**config.mk**
```make
export PLATFORM = sky130hd
export DESIGN_NAME = mux_sel_arbiter
export DESIGN_NICKNAME = d
export VERILOG_FILES = /design/src/rtl/mux_sel_pkg.sv /design/src/rtl/rr_pick10.sv /design/src/rtl/mux_sel_arbiter.sv
export SDC_FILE = /design/constraint.sdc
export NUM_CORES = 1
export LEC_CHECK = 0
export BUFFER_PORTS_ARGS = -buffer_cell sky130_fd_sc_hd__buf_2
export CAP_MARGIN = 20
export CORE_MARGIN = 1
export CORE_UTILIZATION = 44
export CTS_BUF_LIST = sky130_fd_sc_hd__clkbuf_16
export CTS_CLUSTER_DIAMETER = 50
export DETAILED_ROUTE_END_ITERATION = 16
export MAX_ROUTING_LAYER = met4
export PLACE_DENSITY = 0.64
export SYNTH_ARGS = -nofsm -noshare
export SYNTH_HDL_FRONTEND = slang
export SYNTH_SLANG_ARGS = --single-unit
```
**constraint.sdc**
```tcl
create_clock -name clk -period 6.8 [get_ports clk]
set_input_delay 1.36 -clock clk [delete_from_list [all_inputs] [get_ports clk]]
set_output_delay 1.36 -clock clk [all_outputs]
set_load 0.01 [all_outputs]
```
**src/rtl/mux_sel_pkg.sv**
```systemverilog
// Shared types, constants and the select-code map for the mux select arbiter.
package mux_sel_pkg;

   localparam int NUM_REQ = 10;
   localparam logic [3:0] SEL_IDLE = 4'b1111;
   localparam logic [3:0] OWNER_NONE = 4'd15;

   typedef enum logic [1:0] {
      ST_IDLE  = 2'd0,
      ST_GRANT = 2'd1,
      ST_GAP   = 2'd2
   } state_t;

   // Requesters 0..7 map straight onto the low codes. Requesters 8 and 9
   // skip over 1000..1100, which the mux does not use.
   function automatic logic [3:0] idx2sel(input logic [3:0] idx);
      logic [3:0] code;
      code = SEL_IDLE;
      if (idx < 4'd8) begin
         code = idx;
      end else if (idx == 4'd8) begin
         code = 4'b1101;
      end else if (idx == 4'd9) begin
         code = 4'b1110;
      end
      return code;
   endfunction

endpackage

```
**src/rtl/rr_pick10.sv**
```systemverilog
// Combinational round-robin picker: the first requester after 'last'
// (wrapping modulo 10) that is requesting wins.
module rr_pick10
   import mux_sel_pkg::*;
(
   input  logic [NUM_REQ-1:0] req,
   input  logic [3:0]         last,
   output logic [3:0]         win,
   output logic               any
);

   logic [4:0] cand;

   // Walk the ten positions starting just after the previous winner.
   always_comb begin
      win  = 4'd0;
      any  = 1'b0;
      cand = 5'd0;
      for (int i = 1; i <= NUM_REQ; i++) begin
         cand = {1'b0, last} + 5'(i);
         if (cand >= 5'(NUM_REQ)) begin
            cand = cand - 5'(NUM_REQ);
         end
         if (!any && req[cand]) begin
            any = 1'b1;
            win = cand[3:0];
         end
      end
   end

endmodule

```
**src/rtl/mux_sel_arbiter.sv**
```systemverilog
// Round-robin arbiter that hands the shared mux output line to one of ten
// requesters at a time and drives the mux select pins with the owner's code.
// A one-cycle GAP separates consecutive grants so ownership never changes
// hands between two back-to-back cycles.
module mux_sel_arbiter
   import mux_sel_pkg::*;
#(
   parameter int MAX_HOLD = 8,
   parameter int CNT_W    = 4
)
(
   input  logic               clk,
   input  logic               rst_n,
   input  logic [NUM_REQ-1:0] req,
   output logic [NUM_REQ-1:0] gnt,
   output logic               c1,
   output logic               c2,
   output logic               c3,
   output logic               c4,
   output logic [3:0]         owner,
   output logic               busy
);

   state_t             state, state_nxt;
   logic [CNT_W-1:0]   cnt, cnt_nxt;
   logic [3:0]         last, last_nxt;
   logic [3:0]         sel, sel_nxt;
   logic [3:0]         owner_nxt;
   logic [NUM_REQ-1:0] gnt_nxt;
   logic               busy_nxt;
   logic [3:0]         win;
   logic               any;
   logic               owner_req;
   logic               hold_done;

   rr_pick10 u_pick (
      .req  (req),
      .last (last),
      .win  (win),
      .any  (any)
   );

   // gnt is one-hot on the owner, so masking req with it isolates the
   // owner's request bit without indexing by the idle owner value.
   assign owner_req = |(req & gnt);
   assign hold_done = (cnt == CNT_W'(MAX_HOLD - 1));

   assign {c1, c2, c3, c4} = sel;

   // Next-state and next-output logic; outputs are registered from here.
   always_comb begin
      state_nxt = state;
      cnt_nxt   = cnt;
      last_nxt  = last;
      gnt_nxt   = gnt;
      sel_nxt   = sel;
      owner_nxt = owner;
      busy_nxt  = busy;
      case (state)
         ST_IDLE, ST_GAP: begin
            if (any) begin
               state_nxt = ST_GRANT;
               cnt_nxt   = '0;
               last_nxt  = win;
               gnt_nxt   = {{(NUM_REQ-1){1'b0}}, 1'b1} << win;
               sel_nxt   = idx2sel(win);
               owner_nxt = win;
               busy_nxt  = 1'b1;
            end else begin
               state_nxt = ST_IDLE;
               gnt_nxt   = '0;
               sel_nxt   = SEL_IDLE;
               owner_nxt = OWNER_NONE;
               busy_nxt  = 1'b0;
            end
         end
         ST_GRANT: begin
            if (!owner_req || hold_done) begin
               state_nxt = ST_GAP;
               gnt_nxt   = '0;
               sel_nxt   = SEL_IDLE;
               owner_nxt = OWNER_NONE;
               busy_nxt  = 1'b0;
            end else begin
               cnt_nxt = cnt + 1'b1;
            end
         end
         default: begin
            state_nxt = ST_IDLE;
            gnt_nxt   = '0;
            sel_nxt   = SEL_IDLE;
            owner_nxt = OWNER_NONE;
            busy_nxt  = 1'b0;
         end
      endcase
   end

   // State, hold counter, RR pointer and output registers. The pointer
   // resets to 9 so requester 0 has first priority.
   always_ff @(posedge clk or negedge rst_n) begin
      if (!rst_n) begin
         state <= ST_IDLE;
         cnt   <= '0;
         last  <= 4'(NUM_REQ - 1);
         gnt   <= '0;
         sel   <= SEL_IDLE;
         owner <= OWNER_NONE;
         busy  <= 1'b0;
      end else begin
         state <= state_nxt;
         cnt   <= cnt_nxt;
         last  <= last_nxt;
         gnt   <= gnt_nxt;
         sel   <= sel_nxt;
         owner <= owner_nxt;
         busy  <= busy_nxt;
      end
   end

endmodule

```
==> impl_table.tex <==
\begin{tabular}{lr}
\hline
Metric & Value \\
\hline
\multicolumn{2}{l}{\textbf{STA}} \\
\quad Smallest hold slack & 0.462 ns \\
\quad Setup WS post-layout & between 1.5 and 2 ns \\
\quad Final setup TNS & 0 ns \\
\quad Period utilization & about three quarters \\
\quad Clock Skews & 0.00472 ns \\
\quad Max-slew violation count & 0 \\
\quad Setup repair after global routing missed its margin & false \\
\quad Final Hold Violating Endpoints & 0 \\
\quad Measured slew at the worst slew-check pin & 0.802 ns \\
\quad Final number of setup-violating endpoints & 0 \\
\quad Final Critical Period & slightly above 5 ns \\
\quad Headroom to the max-slew limit & 46.3\% \\
\quad Max Clock Freq & just under 200 MHz \\
\multicolumn{2}{l}{\textbf{Finish}} \\
\quad Layout Nets & 561 \\
\quad Post-synthesis to final-layout area growth & 7.09\% \\
\quad Final Core Density & 49.3\% \\
\quad Fillcell total & 871 \\
\quad Antenna diode count & 0 \\
\quad Share of final-layout standard cells stronger than drive strength 1 & 18.7\% \\
\multicolumn{2}{l}{\textbf{Clock network}} \\
\quad CTS Root Buffer Type & sky130\_fd\_sc\_hd\_\_clkbuf\_16 \\
\quad Latest clock arrival within the worst-skew pair & 0.26 ns \\
\quad CTS clock-pin slew for the worst setup and hold paths & 0.07 ns \\
\quad CTS tree & yes \\
\quad Number of clock buffers inserted by TritonCTS & 3 \\
\quad Hold-fix buffers at CTS & 0 \\
\quad Number of sinks on the clock net & 28 \\
\quad Max Root-Sink Buffers & 2 \\
\quad Post-CTS resize count & 0 \\
\quad Number of post-CTS setup repair buffers & 0 \\
\quad Maximum level of the CTS H-tree & 1 \\
\multicolumn{2}{l}{\textbf{Setup path}} \\
\quad Element type at the critical path end & register \\
\quad Arr. time, crit path & about 5.3 ns \\
\quad Worst setup SP type & register \\
\quad Critical path data required time & 6.98 ns \\
\quad Largest fanout on the critical path & 18 \\
\quad Category of the critical setup timing path & register to register \\
\multicolumn{2}{l}{\textbf{Synthesis}} \\
\quad Top\_reg\_cell synth & sky130\_fd\_sc\_hd\_\_dfrtp\_1 \\
\quad Yosys cell types & 89 \\
\quad Syn. warnings & 0 \\
\quad Share of async-settable or async-resettable flops after synthesis & 100\% \\
\quad Number of synthesized flops with an enable pin & 0 \\
\quad Net Count, Synth & 546 \\
\quad Synth Cell Area & 4070 um2 \\
\quad Average instance area after synthesis & 7.99 um2 \\
\quad Sequential cell area fraction in the yosys report & 17.5\% \\
\quad Synthesized instance count & 510 \\
\quad Flop and latch count out of synthesis & 28 \\
\multicolumn{2}{l}{\textbf{Placement}} \\
\quad PortBufs & 30 \\
\quad RePlAce Congestion & 0.979 \\
\quad Place WS & between 1.5 and 2 ns \\
\quad Half-perimeter wire length after placement & about 9300 um \\
\multicolumn{2}{l}{\textbf{Routing}} \\
\quad Vias after detailed routing & 4028 \\
\quad Total routed wirelength & between 10000 and 15000 um \\
\quad Violation count after the first detailed-route iteration & 269 \\
\quad Number of nets with antenna violations after detailed routing & 0 \\
\quad Wire length per cell after detailed routing & around 19 um \\
\quad Avg Vias per Cell & between 6 and 7 \\
\quad Number of iterations in the first detailed-routing pass & 4 \\
\quad DRC viols & 0 \\
\multicolumn{2}{l}{\textbf{Floorplanning}} \\
\quad Die H & $\sim$98 um \\
\quad Initial cell density of the core & 46.0\% \\
\quad Cell Rows & 34 \\
\quad Width of the die & 98.2 um \\
\quad Die area & just under 10000 um2 \\
\quad Core Footprint & 8850 um2 \\
\quad Count of pins on the block boundary & 31 \\
\multicolumn{2}{l}{\textbf{GRT}} \\
\quad Pin count of the biggest net entering global routing & 34 \\
\quad Number of antenna violations at the first check in global routing & 0 \\
\quad GRT overflow & 0 \\
\quad Vias in the first global route & 3617 \\
\quad Global routing usage summed across all routing layers & 25.8\% \\
\quad Wire length of the first global-routing pass & 19300 um \\
\multicolumn{2}{l}{\textbf{Run status}} \\
\quad Result of the run & finished clean \\
\multicolumn{2}{l}{\textbf{Hold path}} \\
\quad Type of the worst min-delay path & register to register \\
\multicolumn{2}{l}{\textbf{Run}} \\
\quad Count of maximum capacitance violations & 0 \\
\hline
\end{tabular}
-- per-layer routing --
layer  up-vias  global-route usage [%]  share of wire [%]
li1       1929                       -                  -
met1      1933                    34.7                 45
met2       144                    42.1                 48
met3        22                    1.22                5.1
met4         0                    7.23                2.4
met5         -                       -                  0
-- cells in the mapped netlist (all sizes together), types with 9 or more instances --
cell	count	area share (%)
a21oi	36	4.8
buf	13	2.3
nand2b	14	2.1
o21ai	31	3.8
ha	23	7.1
clkbuf	12	1.1
xnor2	11	3.1
dfrtp	19	12
nand3	15	1.8
mux2i	29	7.3
nor3	11	1.4
dfstp	9	5.8
mux2	14	3.9
nor2b	13	2.0
nand2	53	4.9
inv	24	2.2
nor2	27	2.5
-- path summary, 6_finish.rpt --
| kind | startpoint | endpoint | slack [ns] | depth (start not counted) |
|---|---|---|---|---|
| max in group asynchronous | rst_n | state[1] | 5.29 | 1 |
| min reg2reg | owner[0] | owner[0] | 0.46 | 2 |
| max | last[0] | gnt[1] | 1.71 | 15 |
| min in group asynchronous | rst_n | busy | 1.10 | 1 |
| max reg2reg | last[0] | gnt[1] | 1.71 | 15 |
| min | owner[0] | owner[0] | 0.46 | 2 |
-- stage by stage --
stage | area [um2] | cells
2_1_floorplan | 4070 | 510
3_3_place_gp | 4260 | 628
3_5_place_dp | 4260 | 628
4_1_cts | 4360 | 632
5_1_grt | 4360 | 632
6_report | 4360 | 632
-- flip-flops by register name, indices dropped and copies added, names as in the netlist --
register,flops
busy,1
cnt,4
gnt,10
last,4
owner,4
sel,3
state,2
-- worst max-delay path: stages (launching register included) --
cell	delay, ns
sky130_fd_sc_hd__dfstp_2	0.53
sky130_fd_sc_hd__inv_1	0.17
sky130_fd_sc_hd__ha_1	0.65
sky130_fd_sc_hd__inv_1	0.39
sky130_fd_sc_hd__ha_1	0.58
sky130_fd_sc_hd__mux2i_1	0.13
sky130_fd_sc_hd__nand3_1	0.09
sky130_fd_sc_hd__nand4_1	0.14
sky130_fd_sc_hd__o31ai_1	0.47
sky130_fd_sc_hd__a21oi_2	0.11
sky130_fd_sc_hd__nand4_1	0.23
sky130_fd_sc_hd__nor4_2	0.13
sky130_fd_sc_hd__a21oi_2	0.59
sky130_fd_sc_hd__nor3b_2	0.49
sky130_fd_sc_hd__nand2_1	0.11
sky130_fd_sc_hd__o21ai_0	0.17
-- cells in the final DEF (no fill, tap or decap), types with 8 or more instances in the layout --
| cell type | n |
|---|---|
| sky130_fd_sc_hd__a21oi_1 | 32 |
| sky130_fd_sc_hd__a31oi_1 | 8 |
| sky130_fd_sc_hd__buf_2 | 30 |
| sky130_fd_sc_hd__dfrtp_1 | 19 |
| sky130_fd_sc_hd__dfstp_2 | 9 |
| sky130_fd_sc_hd__ha_1 | 23 |
| sky130_fd_sc_hd__inv_1 | 24 |
| sky130_fd_sc_hd__mux2_2 | 13 |
| sky130_fd_sc_hd__mux2i_1 | 27 |
| sky130_fd_sc_hd__nand2_1 | 52 |
| sky130_fd_sc_hd__nand2b_1 | 14 |
| sky130_fd_sc_hd__nand3_1 | 15 |
| sky130_fd_sc_hd__nor2_1 | 27 |
| sky130_fd_sc_hd__nor2b_1 | 13 |
| sky130_fd_sc_hd__nor3_1 | 11 |
| sky130_fd_sc_hd__o21ai_0 | 28 |
-- logic make-up after synthesis --
logic type	count (synthesis)	share of synthesized area, %
AND/OR/NAND/NOR	187	24.5
AO/OA/AOI/OAI	161	28.6
buffers and inverters	49	5.62
multiplexers	44	11.7
flip-flops	28	17.5
adder cells (fa/ha/maj)	24	7.56
XOR/XNOR	17	4.58
-- final cells by class --
cell class                      instances  area [um2]  area share, %
Clock buffer                            3        75.1           1.72
Sequential cell                        28         712           16.3
Tap cell                              108         135           3.10
Inverter                               24        90.1           2.06
Multi-Input combinational cell        433        3130           71.8
Clock inverter                          1        30.0          0.688
Timing Repair Buffer                   35         188           4.30
Power is left out: the tool's default activity adds up to more than one toggle a clock period on the data nets, which glitch-free logic cannot reach.
